<file path="src/rtl/adder_split_pkg.sv">
//==============================================================================
// Module      : adder_split_pkg
// Description : Shared types and constants for the adder result splitter.
// Revision    : 1.0 - initial release
//==============================================================================
`default_nettype none

package adder_split_pkg;

    typedef enum logic [1:0] {
        IDLE  = 2'd0,
        SHIFT = 2'd1,
        DONE  = 2'd2
    } state_t;

    localparam int C_DEFAULT_WIDTH = 8;
    localparam int C_CNT_W         = $clog2(C_DEFAULT_WIDTH + 1);

    // Bit counter must hold the value WIDTH itself.
    function automatic int cnt_width(input int width);
        return $clog2(width + 1);
    endfunction

endpackage

`default_nettype wire

</file>
<file path="src/rtl/serial_sub_cell.sv">
//==============================================================================
// Module      : serial_sub_cell
// Description : One-bit full subtractor (a - b - borrow_in) with a registered
//               borrow; borrow is the outgoing borrow of the current bit.
// Revision    : 1.0 - initial release
//==============================================================================
`default_nettype none

module serial_sub_cell (
    input  logic clk,
    input  logic reset,
    input  logic clear,
    input  logic enable,
    input  logic a,
    input  logic b,
    output logic d,
    output logic borrow
);

    logic r_borrow;

    assign d      = a ^ b ^ r_borrow;
    assign borrow = (~a & b) | (~(a ^ b) & r_borrow);

    always_ff @(posedge clk or negedge reset) begin
        if (!reset) begin
            r_borrow <= 1'b0;
        end else if (clear) begin
            r_borrow <= 1'b0;
        end else if (enable) begin
            r_borrow <= borrow;
        end
    end

endmodule

`default_nettype wire

</file>
<file path="src/rtl/adder_result_splitter.sv">
//==============================================================================
// Module      : adder_result_splitter
// Description : Recovers out = sum - in1 by LSB-first bit-serial subtraction.
//               Define ADDER_SPLIT_SAT_EN for a saturating result.
// Revision    : 1.0 - initial release
//==============================================================================
`default_nettype none

module adder_result_splitter
    import adder_split_pkg::*;
#(
    parameter int WIDTH = C_DEFAULT_WIDTH
) (
    input  logic             clk,
    input  logic             reset,
    input  logic             in_valid,
    output logic             in_ready,
    input  logic [WIDTH:0]   sum,
    input  logic [WIDTH-1:0] in1,
    output logic             out_valid,
    input  logic             out_ready,
    output logic [WIDTH-1:0] out,
    output logic             err
);

    localparam int                 C_CW   = cnt_width(WIDTH);
    localparam logic [C_CW-1:0]    c_last = C_CW'(WIDTH);

    state_t            r_state;
    logic              r_in_ready;
    logic              r_out_valid;
    logic [WIDTH-1:0]  r_out;
    logic              r_err;
    logic [WIDTH:0]    r_a;
    logic [WIDTH:0]    r_b;
    logic [WIDTH-1:0]  r_diff;
    logic [C_CW-1:0]   r_count;

    logic              w_accept;
    logic              w_shift;
    logic              w_d;
    logic              w_borrow;
    logic [WIDTH:0]    w_diff;
    logic [WIDTH-1:0]  w_result;

    assign w_accept = (r_state == IDLE) && in_valid && r_in_ready;
    assign w_shift  = (r_state == SHIFT);

    serial_sub_cell u_cell (
        .clk    (clk),
        .reset  (reset),
        .clear  (w_accept),
        .enable (w_shift),
        .a      (r_a[0]),
        .b      (r_b[0]),
        .d      (w_d),
        .borrow (w_borrow)
    );

    // Complete difference as seen during the final shift cycle.
    assign w_diff = {w_d, r_diff};

`ifdef ADDER_SPLIT_SAT_EN
    always_comb begin
        w_result = w_diff[WIDTH-1:0];
        if (w_borrow) begin
            w_result = '0;
        end else if (w_diff[WIDTH]) begin
            w_result = '1;
        end
    end
`else
    assign w_result = w_diff[WIDTH-1:0];
`endif

    always_ff @(posedge clk or negedge reset) begin
        if (!reset) begin
            r_state     <= IDLE;
            r_in_ready  <= 1'b0;
            r_out_valid <= 1'b0;
            r_out       <= '0;
            r_err       <= 1'b0;
            r_a         <= '0;
            r_b         <= '0;
            r_diff      <= '0;
            r_count     <= '0;
        end else begin
            case (r_state)
                IDLE: begin
                    r_in_ready <= 1'b1;
                    if (w_accept) begin
                        r_a        <= sum;
                        r_b        <= {1'b0, in1};
                        r_diff     <= '0;
                        r_count    <= '0;
                        r_in_ready <= 1'b0;
                        r_state    <= SHIFT;
                    end
                end
                SHIFT: begin
                    r_a     <= r_a >> 1;
                    r_b     <= r_b >> 1;
                    r_count <= r_count + C_CW'(1);
                    if (r_count == c_last) begin
                        r_out       <= w_result;
                        r_err       <= w_borrow | w_diff[WIDTH];
                        r_out_valid <= 1'b1;
                        r_state     <= DONE;
                    end else begin
                        r_diff <= {w_d, r_diff[WIDTH-1:1]};
                    end
                end
                DONE: begin
                    if (out_ready) begin
                        r_out_valid <= 1'b0;
                        r_in_ready  <= 1'b1;
                        r_state     <= IDLE;
                    end
                end
                default: begin
                    r_state <= IDLE;
                end
            endcase
        end
    end

    assign in_ready  = r_in_ready;
    assign out_valid = r_out_valid;
    assign out       = r_out;
    assign err       = r_err;

endmodule

`default_nettype wire

</file>
<file path="config.mk">
export PLATFORM = sky130hd
export DESIGN_NAME = adder_result_splitter
export DESIGN_NICKNAME = d
export VERILOG_FILES = /design/src/rtl/adder_split_pkg.sv /design/src/rtl/serial_sub_cell.sv /design/src/rtl/adder_result_splitter.sv
export SDC_FILE = /design/constraint.sdc
export NUM_CORES = 1
export LEC_CHECK = 0
export BUFFER_PORTS_ARGS = -buffer_cell sky130_fd_sc_hd__buf_2
export CORE_UTILIZATION = 40
export DETAILED_ROUTE_END_ITERATION = 12
export SLEW_MARGIN = 20
export SYNTH_ARGS = -nofsm -noshare
export SYNTH_HDL_FRONTEND = slang
export SYNTH_SLANG_ARGS = --single-unit
</file>
<file path="constraint.sdc">
create_clock -name clk -period 1.9 [get_ports clk]
set_input_delay 0.285 -clock clk [delete_from_list [all_inputs] [get_ports clk]]
set_output_delay 0.285 -clock clk [all_outputs]
set_load 0.005 [all_outputs]
</file>
==> impl_metrics.csv <==
group,metric,value,unit
drt,vias,1426,
status,status,"finished, final reports clean",
timing,whs,0.0534,ns
drt,antenna_left,0,
finish,fill_cells,444,
timing,hold_violations,0,
logic_synthesis,syn_nets,202,
cts,cts_setup_buffers,0,
finish,antenna_cells,0,
drt,drt_wl_total,3.76,mm
timing,setup_tns,0,ns
pwr,peakVddDrop,0.000734,V
worst_setup_path,crit_path_start_kind,"flop",
timing,finalMaxSlewViolations,0,
finish,drive_gt1_frac,0.282,
global_routing,grt_pass1_vias,1305,
logic_synthesis,seq_area_frac_synth,0.520,
timing,skew,0.0105,ns
cts,htreeDepth,2,
cts,ctsRootBufferMaster,"clkbuf_8",
floorplan,rows,25,
worst_setup_path,crit_chain,"nand2b_4, nor2_8, mux2_2",
logic_synthesis,synth_ff_type,"dfrtp_1",
logic_synthesis,syn_inst,178,
global_routing,grt_max_degree,44,
worst_setup_path,cp_max_fo,19,
cts,cts_tree,"yes",
logic_synthesis,netlist_area,2070,um2
timing,worstMarginPinSlew,0.539,ns
timing,min_period,1.61,ns
logic_synthesis,yosysUniqueCellTypes,35,
logic_synthesis,yosysMostFrequentCell,"dfrtp_1",
logic_synthesis,yosysTopAreaCell,"dfrtp_1",
drt,vias_per_cell,5.17,
floorplan,start_util,0.427,
global_routing,track_usage,0.153,
drt,wl_per_cell,13.6,um
pwr,p_leak,1.12,nW
timing,fmax,623,MHz
cts,path_clk_slew,0.08,ns
global_routing,antenna_found_initial,0,
worst_setup_path,crit_type,"flop to flop",
floorplan,pin_count,32,
placed_design,gp_congestion,0.704,
cts,post_cts_resized,0,
cts,cts.sinks,43,
floorplan,coreArea,4850,um2
logic_synthesis,synth.top_cell.area_share,0.520,
floorplan,die_x,73.9,um
cts,cts_buffers,5,
worst_setup_path,end_kind,"flop",
finish,area_growth,12.6,%
worst_setup_path,cpPeakStageDelay,0.50,ns
finish,nets,232,
logic_synthesis,ys_ff_latch,43,
placed_design,hpwl,2.53,mm
drt,drtIter0Drc,80,
drt,route.detailed.drc,0,
logic_synthesis,avgSynthCellArea,11.6,um2
placed_design,port_buffers,31,
logic_synthesis,async_flop_share,1.00,
floorplan,dieArea,5460,um2
drt,dr.pass1.iters,4,
cts,clk_path_buf_depth,2,
worst_setup_path,cp_data_arrival_time,1.79,ns
global_routing,gr-total-overflow,0,
timing,maxSlewHeadroom,0.641,
worst_setup_path,cp_slowest_cell,"dfrtp_1",
flow_run,max_cap_viol_count,0,
logic_synthesis,synth_edf_count,0,
pwr,power_density,1660,nW/um2
timing,setup_violations,0,
global_routing,grt_pass1_wl,6.29,mm
floorplan,die_h,73.9,um
logic_synthesis,synthTopCellsByCount,"43 x dfrtp_1, 26 x o22ai_1, 14 x a21oi_1, 14 x inv_1, 11 x nand2_1",
worst_setup_path,worstPathRequired,2.08,ns
timing,fin_crit_sh,0.845,
timing,rsz0062_at_grt,"no",
logic_synthesis,synth_area_leaders,"dfrtp_1 52%, o22ai_1 7.9%, mux2_4 5.8%, mux2i_1 4.8%, a21oi_1 3.4%",
cts,cts.hold.buffers_added,0,
worst_hold_path,worstHoldPathType,"primary input to async pin",
cts,clock_latency,0.29,ns
logic_synthesis,ys_warn_count,0,
## kinds of logic (layout without fill, tap and decap cells)
| family | count (synthesis) | after routing | synth area share |
|---|---|---|---|
| multiplexers | 19 | 19 | 0.112 |
| buffers and inverters | 28 | 59 | 0.0853 |
| AND/OR/NAND/NOR | 32 | 32 | 0.103 |
| adder cells (fa/ha/maj) | 3 | 3 | 0.0218 |
| XOR/XNOR | 2 | 2 | 0.00847 |
| AO/OA/AOI/OAI | 51 | 51 | 0.149 |
| flip-flops | 43 | 43 | 0.520 |
## per-layer routing
layer	vias to the layer above	track usage	wire, um
met1	690	0.227	1890
met3	5	0.0370	143
met2	42	0.216	1680
met5	-	0	0
met4	0	0.0577	50
li1	689	-	-
## report_power, final
group          switching (mW)  total (mW)  internal [mW]
sequential              0.323        1.66           1.34
combinational           0.801        1.57          0.772
clock                   0.308       0.639          0.331
## worst paths after layout
check                                             from                     end  slack, ns  cells past startpoint
worst min-delay path                             reset      out[5]$_DFFE_PN0P_       0.05                      2
worst max-delay path            r_state[1]$_DFFE_PN0P_         err$_DFFE_PN0P_       0.29                      3
worst max register to register  r_state[1]$_DFFE_PN0P_         err$_DFFE_PN0P_       0.29                      3
worst min register to register   out_valid$_DFFE_PN0P_   out_valid$_DFFE_PN0P_       0.49                      1
min in group clk                                sum[8]      r_a[8]$_DFFE_PN0P_       0.24                      3
max in group asynchronous                        reset  r_count[0]$_DFFE_PN0P_       1.48                      2
## through the flow
stage / setup slack, ns / power, mW / cell area, um2 / utilization / cells
final: 0.294 / 3.87 / 2330 / 0.480 / 276
after global routing: 0.213 / 4.19 / 2330 / 0.480 / 276
after floorplan: 0.480 / 2.95 / 2070 / - / 178
after detailed placement: 0.303 / 3.27 / 2220 / 0.459 / 268
after global placement: 0.342 / 3.24 / 2220 / 0.459 / 268
after CTS: 0.295 / 3.93 / 2330 / 0.480 / 276
## cells in the final DEF, fill, tap and decap left out
master / netlist / routed
a211oi_1: 1 / 1
o21a_1: 1 / 1
nand2b_4: 1 / 1
nand3b_4: 2 / 2
xor2_1: 2 / 2
fa_1: 1 / 1
buf_2: 4 / 31
nand2_1: 11 / 11
buf_4: 3 / 5
a31oi_1: 2 / 2
clkinvlp_4: 0 / 1
mux2_4: 8 / 8
a31o_2: 1 / 1
mux2i_1: 10 / 10
clkbuf_8: 0 / 7
nor2_1: 5 / 5
nand4bb_1: 1 / 1
ha_1: 2 / 2
mux2_2: 1 / 1
nand3_1: 5 / 5
clkinv_1: 1 / 1
o21ai_1: 3 / 3
and2_1: 3 / 3
nand2_4: 1 / 1
nor2_8: 1 / 1
nor2b_1: 1 / 1
dfrtp_1: 43 / 43
nand3b_1: 1 / 1
a21o_1: 1 / 1
o22ai_1: 26 / 26
inv_1: 14 / 14
o32ai_1: 1 / 1
o31ai_1: 1 / 1
a21oi_1: 14 / 14
## flip-flops by register name (all words and copies together), names as in the netlist
register,flops
out,8
r_diff,8
in_ready,1
r_b,8
r_count,4
u_cell.r_borrow,1
err,1
r_state,2
r_a,9
out_valid,1
## area by class of cell
| class | instances | area [um2] | area share |
|---|---|---|---|
| clock buffer | 7 | 96.3 | 0.0414 |
| timing repair buffer | 36 | 193 | 0.0828 |
| clock inverter | 1 | 7.51 | 0.00322 |
| multi-input combinational | 107 | 816 | 0.350 |
| inverter | 15 | 56.3 | 0.0242 |
| sequential | 43 | 1080 | 0.462 |
| tap | 67 | 83.8 | 0.0360 |
## worst max-delay path, delay by kind of cell, from the launching register on
kind | cells | cell delay, ns
simple gates | 2 | 0.62
flops | 1 | 0.50
mux | 1 | 0.36
Note: power is estimated with default switching activity, not from simulation.
